$ cat config.mk
export PLATFORM = sky130hd
export DESIGN_NAME = cu_arbiter_flat
export DESIGN_NICKNAME = d
export VERILOG_FILES = /design/src/rtl/cu_arb_pkg.sv /design/src/rtl/cu_arb_if.sv /design/src/rtl/cu_tag_fifo.sv /design/src/rtl/cu_arbiter.sv /design/src/flat_wrapper.sv
export SDC_FILE = /design/constraint.sdc
export NUM_CORES = 1
export LEC_CHECK = 0
export BUFFER_PORTS_ARGS = -buffer_cell sky130_fd_sc_hd__buf_2
export CAP_MARGIN = 10
export CORE_ASPECT_RATIO = 0.6
export CORE_MARGIN = 2
export CORE_UTILIZATION = 49
export CTS_BUF_LIST = sky130_fd_sc_hd__clkbuf_8
export DETAILED_ROUTE_END_ITERATION = 10
export PLACE_DENSITY = 0.79
export SLEW_MARGIN = 25
export SYNTH_ARGS = -nofsm -noshare
export SYNTH_HDL_FRONTEND = slang
export SYNTH_SLANG_ARGS = --single-unit
$ cat constraint.sdc
create_clock -name clk -period 3.65 [get_ports clk]
set_clock_uncertainty 0.05 [all_clocks]
set_input_delay 0.5475 -clock clk [delete_from_list [all_inputs] [get_ports clk]]
set_output_delay 0.5475 -clock clk [all_outputs]
set_load 0.03 [all_outputs]
$ cat src/rtl/cu_arb_pkg.sv
// cu_arbiter shared definitions.
// Widths and the {id, rd} result tag.
package cu_arb_pkg;
  localparam int RD_W   = 5;
  localparam int DATA_W = 32;
  localparam int ID_MAX = 2;

  typedef struct packed {
    logic [ID_MAX-1:0] id;
    logic [RD_W-1:0]   rd;
  } tag_t;

  function automatic int id_w(input int n);
    return (n > 1) ? $clog2(n) : 1;
  endfunction

  function automatic int tag_w(input int n);
    return id_w(n) + RD_W;
  endfunction
endpackage

$ cat src/rtl/cu_arb_if.sv
// Requester, custom-unit and writeback
// signals of cu_arbiter.
interface cu_arb_if
  import cu_arb_pkg::*;
#(
  parameter int NREQ = 2
) ();
  localparam int ID_W = id_w(NREQ);

  logic [NREQ-1:0]        req_v;
  logic [NREQ*RD_W-1:0]   req_rd;
  logic [NREQ*DATA_W-1:0] req_data;
  logic [NREQ-1:0]        req_ready;
  logic                   cu_in_v;
  logic [RD_W-1:0]        cu_rd;
  logic [DATA_W-1:0]      cu_in_data;
  logic                   cu_busy;
  logic                   cu_out_v;
  logic [RD_W-1:0]        cu_out_rd;
  logic [DATA_W-1:0]      cu_out_data;
  logic                   wb_v;
  logic [ID_W-1:0]        wb_id;
  logic [RD_W-1:0]        wb_rd;
  logic [DATA_W-1:0]      wb_data;
  logic                   err;

  modport slave (
    input  req_v, req_rd, req_data,
    input  cu_busy, cu_out_v,
    input  cu_out_rd, cu_out_data,
    output req_ready, cu_in_v,
    output cu_rd, cu_in_data,
    output wb_v, wb_id, wb_rd,
    output wb_data, err
  );

  modport master (
    output req_v, req_rd, req_data,
    output cu_busy, cu_out_v,
    output cu_out_rd, cu_out_data,
    input  req_ready, cu_in_v,
    input  cu_rd, cu_in_data,
    input  wb_v, wb_id, wb_rd,
    input  wb_data, err
  );
endinterface

$ cat src/rtl/cu_tag_fifo.sv
// In-order tag FIFO: remembers which
// requester owns each in-flight op.
module cu_tag_fifo #(
  parameter int DEPTH = 4,
  parameter int W     = 6
) (
  input  logic         clk,
  input  logic         reset,
  input  logic         push_i,
  input  logic [W-1:0] din_i,
  input  logic         pop_i,
  output logic [W-1:0] dout_o,
  output logic         full_o,
  output logic         empty_o
);
  localparam int AW = $clog2(DEPTH);
  localparam int CW = AW + 1;

  logic [W-1:0]  mem_q [DEPTH];
  logic [AW-1:0] wp_q, wp_d;
  logic [AW-1:0] rp_q, rp_d;
  logic [CW-1:0] cnt_q, cnt_d;

  // next pointers and occupancy
  always_comb begin
    wp_d  = push_i ? wp_q + 1'b1 : wp_q;
    rp_d  = pop_i ? rp_q + 1'b1 : rp_q;
    cnt_d = cnt_q;
    unique case ({push_i, pop_i})
      2'b10:   cnt_d = cnt_q + 1'b1;
      2'b01:   cnt_d = cnt_q - 1'b1;
      default: cnt_d = cnt_q;
    endcase
  end

  // pointer state, flushed by reset
  always_ff @(posedge clk) begin
    if (reset) begin
      wp_q  <= '0;
      rp_q  <= '0;
      cnt_q <= '0;
    end else begin
      wp_q  <= wp_d;
      rp_q  <= rp_d;
      cnt_q <= cnt_d;
    end
  end

  // storage, needs no reset
  always_ff @(posedge clk) begin
    if (push_i) mem_q[wp_q] <= din_i;
  end

  assign dout_o  = mem_q[rp_q];
  assign full_o  = cnt_q == CW'(DEPTH);
  assign empty_o = cnt_q == '0;
endmodule

$ cat src/rtl/cu_arbiter.sv
// Round-robin share of one custom unit
// with in-order result routing.
module cu_arbiter
  import cu_arb_pkg::*;
#(
  parameter int NREQ    = 2,
  parameter int MAX_OUT = 4
) (
  input logic     clk,
  input logic     reset,
  cu_arb_if.slave bus
);
  localparam int ID_W  = id_w(NREQ);
  localparam int TAG_W = tag_w(NREQ);

  logic              full, empty;
  logic [TAG_W-1:0]  head;
  logic [ID_W-1:0]   head_id;
  logic [RD_W-1:0]   head_rd;
  logic              can_issue;
  logic              any;
  logic [ID_W-1:0]   idx;
  logic [ID_W-1:0]   gnt_id;
  logic [RD_W-1:0]   sel_rd;
  logic [DATA_W-1:0] sel_data;
  logic              pop;

  logic              cv_q, cv_d;
  logic [RD_W-1:0]   crd_q, crd_d;
  logic [DATA_W-1:0] cdat_q, cdat_d;
  logic [ID_W-1:0]   ptr_q, ptr_d;
  logic              wv_q, wv_d;
  logic [ID_W-1:0]   wid_q, wid_d;
  logic [RD_W-1:0]   wrd_q, wrd_d;
  logic [DATA_W-1:0] wdat_q, wdat_d;
  logic              err_q, err_d;

  assign can_issue = !bus.cu_busy
                   && !full && !reset;

  // first valid requester from ptr, wrapping
  always_comb begin
    any    = 1'b0;
    idx    = '0;
    gnt_id = '0;
    if (can_issue) begin
      for (int k = 0; k < NREQ; k++) begin
        idx = ID_W'((int'(ptr_q) + k) % NREQ);
        if (!any && bus.req_v[idx]) begin
          any    = 1'b1;
          gnt_id = idx;
        end
      end
    end
  end

  assign bus.req_ready = any
    ? (NREQ'(1) << gnt_id) : '0;

  // fields of the granted requester
  always_comb begin
    sel_rd   = '0;
    sel_data = '0;
    for (int i = 0; i < NREQ; i++) begin
      if (gnt_id == ID_W'(i)) begin
        sel_rd   = bus.req_rd[i*RD_W +: RD_W];
        sel_data = bus.req_data[i*DATA_W +: DATA_W];
      end
    end
  end

  assign pop     = bus.cu_out_v && !empty;
  assign head_id = head[RD_W +: ID_W];
  assign head_rd = head[RD_W-1:0];

  cu_tag_fifo #(
    .DEPTH (MAX_OUT),
    .W     (TAG_W)
  ) u_fifo (
    .clk     (clk),
    .reset   (reset),
    .push_i  (any),
    .din_i   ({gnt_id, sel_rd}),
    .pop_i   (pop),
    .dout_o  (head),
    .full_o  (full),
    .empty_o (empty)
  );

  // issue, pointer, writeback and error next state
  always_comb begin
    cv_d   = any;
    crd_d  = crd_q;
    cdat_d = cdat_q;
    ptr_d  = ptr_q;
    wv_d   = pop;
    wid_d  = wid_q;
    wrd_d  = wrd_q;
    wdat_d = wdat_q;
    err_d  = err_q;
    if (any) begin
      crd_d  = sel_rd;
      cdat_d = sel_data;
      ptr_d  = (gnt_id == ID_W'(NREQ-1))
             ? '0 : gnt_id + 1'b1;
    end
    if (pop) begin
      wid_d  = head_id;
      wrd_d  = bus.cu_out_rd;
      wdat_d = bus.cu_out_data;
      if (head_rd != bus.cu_out_rd)
        err_d = 1'b1;
    end
    if (bus.cu_out_v && empty)
      err_d = 1'b1;
  end

  // registered issue and writeback
  always_ff @(posedge clk) begin
    if (reset) begin
      cv_q   <= 1'b0;
      crd_q  <= '0;
      cdat_q <= '0;
      ptr_q  <= '0;
      wv_q   <= 1'b0;
      wid_q  <= '0;
      wrd_q  <= '0;
      wdat_q <= '0;
      err_q  <= 1'b0;
    end else begin
      cv_q   <= cv_d;
      crd_q  <= crd_d;
      cdat_q <= cdat_d;
      ptr_q  <= ptr_d;
      wv_q   <= wv_d;
      wid_q  <= wid_d;
      wrd_q  <= wrd_d;
      wdat_q <= wdat_d;
      err_q  <= err_d;
    end
  end

  assign bus.cu_in_v    = cv_q;
  assign bus.cu_rd      = crd_q;
  assign bus.cu_in_data = cdat_q;
  assign bus.wb_v       = wv_q;
  assign bus.wb_id      = wid_q;
  assign bus.wb_rd      = wrd_q;
  assign bus.wb_data    = wdat_q;
  assign bus.err        = err_q;
endmodule

$ cat src/flat_wrapper.sv
// flat-port wrapper written by rule: the top's interface ports become plain ports
module cu_arbiter_flat import cu_arb_pkg::*;
#(
  parameter int NREQ    = 2,
  parameter int MAX_OUT = 4
)
  (clk, reset, bus_req_v, bus_req_rd, bus_req_data, bus_cu_busy, bus_cu_out_v, bus_cu_out_rd, bus_cu_out_data, bus_req_ready, bus_cu_in_v, bus_cu_rd, bus_cu_in_data, bus_wb_v, bus_wb_id, bus_wb_rd, bus_wb_data, bus_err);
  cu_arb_if #(.NREQ(NREQ)) bus_i ();
  input logic clk;
  input logic reset;
  input wire logic [$bits(bus_i.req_v)-1:0] bus_req_v;
  input wire logic [$bits(bus_i.req_rd)-1:0] bus_req_rd;
  input wire logic [$bits(bus_i.req_data)-1:0] bus_req_data;
  input wire logic [$bits(bus_i.cu_busy)-1:0] bus_cu_busy;
  input wire logic [$bits(bus_i.cu_out_v)-1:0] bus_cu_out_v;
  input wire logic [$bits(bus_i.cu_out_rd)-1:0] bus_cu_out_rd;
  input wire logic [$bits(bus_i.cu_out_data)-1:0] bus_cu_out_data;
  output wire logic [$bits(bus_i.req_ready)-1:0] bus_req_ready;
  output wire logic [$bits(bus_i.cu_in_v)-1:0] bus_cu_in_v;
  output wire logic [$bits(bus_i.cu_rd)-1:0] bus_cu_rd;
  output wire logic [$bits(bus_i.cu_in_data)-1:0] bus_cu_in_data;
  output wire logic [$bits(bus_i.wb_v)-1:0] bus_wb_v;
  output wire logic [$bits(bus_i.wb_id)-1:0] bus_wb_id;
  output wire logic [$bits(bus_i.wb_rd)-1:0] bus_wb_rd;
  output wire logic [$bits(bus_i.wb_data)-1:0] bus_wb_data;
  output wire logic [$bits(bus_i.err)-1:0] bus_err;
  assign bus_i.req_v = bus_req_v;
  assign bus_i.req_rd = bus_req_rd;
  assign bus_i.req_data = bus_req_data;
  assign bus_i.cu_busy = bus_cu_busy;
  assign bus_i.cu_out_v = bus_cu_out_v;
  assign bus_i.cu_out_rd = bus_cu_out_rd;
  assign bus_i.cu_out_data = bus_cu_out_data;
  assign bus_req_ready = bus_i.req_ready;
  assign bus_cu_in_v = bus_i.cu_in_v;
  assign bus_cu_rd = bus_i.cu_rd;
  assign bus_cu_in_data = bus_i.cu_in_data;
  assign bus_wb_v = bus_i.wb_v;
  assign bus_wb_id = bus_i.wb_id;
  assign bus_wb_rd = bus_i.wb_rd;
  assign bus_wb_data = bus_i.wb_data;
  assign bus_err = bus_i.err;
  cu_arbiter #(.NREQ(NREQ), .MAX_OUT(MAX_OUT)) u_core (.clk(clk), .reset(reset), .bus(bus_i));
endmodule
==> run metrics <==
status finished, final reports clean; Int Pwr 2.11 mW; Tcrit/Tclk final 68.8%; met2 Track Usage GR 37.1%; overall routed net length 10900 um; fin crit period 2510 ps; Die Ht 78.0 um; first-pass GRT wire length 17100 um; register area share after synthesis 55.6%; via count 3735; worst-margin pin slew 838 ps; via/cell ratio 5.10; Setup crit end kind flip-flop; worst-path fanout max 13; Num CTS Buffers 9; vias in the first global route 3626; CP Data Arrival Time 2760 ps; RSZ-0062 raised after global routing false; Post-Synth Adder-Cell Area 1.85%; DRC Markers 0; total grt overflow 0; largest net degree at the start of global routing 83; Final Non-Filler Cells 732; Critical Path Max Stage Delay 420 ps; FP Rows 26; Overall Power 3.24 mW; buffer count from post-CTS setup fixing 0; utilization after layout 65.5%; Fillers 702; delay-heaviest family, CP simple AND/OR/NAND/NOR gates; setup violators final 0; Clock Power Share 23.5%; initial core utilization 51.4%; largest family of logic cells by synthesized area simple AND/OR/NAND/NOR gates; unique cell type count in the Yosys netlist 31; R2R Setup Slk 1140 ps; diode count 0; Port Buf Inserts 196; fin nets 738; Reg clk slew, reported paths 100 ps; die area 9920 um^2; initial antenna violation count 0; clk buf depth 2; startpoint types flip-flop; Setup TNS Final 0 ps; Core Area 8690 um^2; clock latency on the worst-skew pair 370 ps; multiplexer share of the synthesized area 11.6%; critical path type reg -> reg; Placed Cells 716; Logic pwr share 29.9%; Rel. slew slack 44.2%; Die W 127 um; Setup WS pre-CTS 1110 ps; part of the power in registers 46.6%; Max VDD drop 0.230 mV; GP Congestion 0.786; synthesized cell area 4470 um^2; TritonCTS clock tree built; Multi-input gate area 1800 um^2; layer with the highest usage met2; CP cell instances or3b_4 > o211a_2 > inv_2 > ha_1 > inv_1 > fa_1 > xor2_1 > or3_1 > a21oi_1; final worst slack 1140 ps; Num Clock Sinks 112; syn_area_per_cell 10.3 um^2; share of layout cells above drive strength 1 37.3%; CTS resizes 0; Compound-Gate Fraction of Synth Area 12.3%; switch share 35.0%; top-level port count 197; simple-gate share of the synthesized area 12.6%; CP bufs+invs 2; Hold Violations, Final 0; XOR/XNOR share of the synthesized area 1.96%; hold buffers post-CTS 0; WL/cell 14.9 um; Synth Warn # 0; placed inst area 5480 um^2; final max-slew violation count 0; max_cap viols 0; H-tree levels 3; CTS root buffer clkbuf_8; global-route usage over all layers 21.9%; Pre-Repair DR Iteration Count 4; DP HPWL 7960 um; met1 usage 26.4%; Antenna Nets Post-Route 0; Starting DRT DRC Count 126; highest clock rate 0.398 GHz; Leak 2.50 nW; Net Switching 1.13 mW; Finished Cell Area 5690 um^2; required time of the critical path 3900 ps; cells after synthesis 434; slowest CP cell or3b_4; pwr dens 570 nW/um^2; register area 2480 um^2; syn nets 557; number of synthesized register bits 112; WHS 350 ps; Area Overhead vs Synth 27.3%; Hold WC Path Type in -> reg; Global Route met3 Usage 7.72%
kinds of logic (layout without fill, tap and decap cells):
kind of cell | Yosys count | in the layout
adder cells (fa/ha/maj) | 6 | 6
AND/OR/NAND/NOR | 140 | 140
AO/OA/AOI/OAI | 83 | 83
flip-flops | 112 | 112
multiplexers | 43 | 43
XOR/XNOR | 10 | 10
buffers and inverters | 40 | 226
cell usage after synthesis, drive strengths merged:
| cell | count | area [um^2] |
|---|---|---|
| fa | 1 | 20.0 |
| mux4 | 6 | 135 |
| nand2b | 6 | 37.5 |
| xnor2 | 2 | 17.5 |
| o211a | 6 | 60.1 |
| clkbuf | 21 | 78.8 |
| or3 | 1 | 6.26 |
| or3b | 1 | 11.3 |
| a311oi | 1 | 8.76 |
| nor2 | 46 | 173 |
| xor2 | 8 | 70.1 |
| mux2 | 5 | 63.8 |
| and2 | 4 | 25.0 |
| o21ai | 1 | 5.00 |
| ha | 5 | 62.6 |
| a21oi | 41 | 205 |
| dfxtp | 88 | 1760 |
| nand2 | 79 | 297 |
| mux2i | 32 | 320 |
| buf | 10 | 68.8 |
| nor3 | 3 | 15.0 |
| o2111a | 2 | 31.3 |
| a211oi | 32 | 240 |
| inv | 9 | 33.8 |
| edfxtp | 24 | 721 |
worst min-delay path: cells and delay by family:
family	cells	cell delay [ps]
AND/OR/NAND/NOR	1	40
buffers and inverters	1	90
AO/OA/AOI/OAI	1	50
state kept, by name, summed over array words and instances (netlist names), named ones only:
name,cells
u_core.bus.wb_data,32
u_core.u_fifo.rp_q,2
u_core.bus.err,1
u_core.u_fifo.cnt_q,3
u_core.bus.wb_id,1
u_core.u_fifo.mem_q,24
u_core.u_fifo.wp_q,2
u_core.bus.cu_in_data,32
u_core.ptr_q,1
u_core.bus.cu_in_v,1
u_core.bus.wb_rd,5
u_core.bus.wb_v,1
u_core.bus.cu_rd,5
routing by layer:
layer  up-vias  share of wire [%]
li1       1852                  -
met1      1719                 44
met2       149                 47
met3        15                8.2
met4         0                1.4
met5         -                  0
cell type report:
class	count	share of cell area, %
sequential	112	43.7
multi-input combinational	282	31.7
timing repair buffer	201	17.9
clock buffer	11	2.66
tap	112	2.46
clock inverter	5	0.990
inverter	9	0.594
layout by cell type, fill, tap and decap left out, drive strengths merged, types with 3 or more instances in the layout:
master  count
clkbuf     11
a21oi      41
nand2      79
o211a       6
and2        4
buf       201
mux4        6
nor3        3
inv        11
dfxtp      88
nand2b      6
a211oi     32
edfxtp     24
mux2i      32
xor2        8
nor2       46
mux2        5
ha          5
power by group through the flow:
stage | registers [mW] | logic [mW] | clock network (mW)
CTS | 1.51 | 0.976 | 0.779
floorplan | 1.76 | 0.460 | 0
detailed placement | 1.54 | 0.974 | 0
finish | 1.51 | 0.970 | 0.761
global route | 1.54 | 1.06 | 0.828
global placement | 1.53 | 0.947 | 0
final timing paths:
| path | startpoint | to | depth (start not counted) |
|---|---|---|---|
| worst max-delay path | u_core.u_fifo.cnt_q[2]$_SDFFE_PP0P_ | u_core.u_fifo.cnt_q[2]$_SDFFE_PP0P_ | 9 |
| worst min-delay path | bus_cu_out_data[23] | u_core.bus.wb_data[23]$_SDFFE_PP0P_ | 3 |
| worst max register to register | u_core.u_fifo.cnt_q[2]$_SDFFE_PP0P_ | u_core.u_fifo.cnt_q[2]$_SDFFE_PP0P_ | 9 |
| worst min register to register | u_core.bus.wb_rd[3]$_SDFFE_PP0P_ | u_core.bus.wb_rd[3]$_SDFFE_PP0P_ | 2 |
Power figures use the tool's default switching activity.
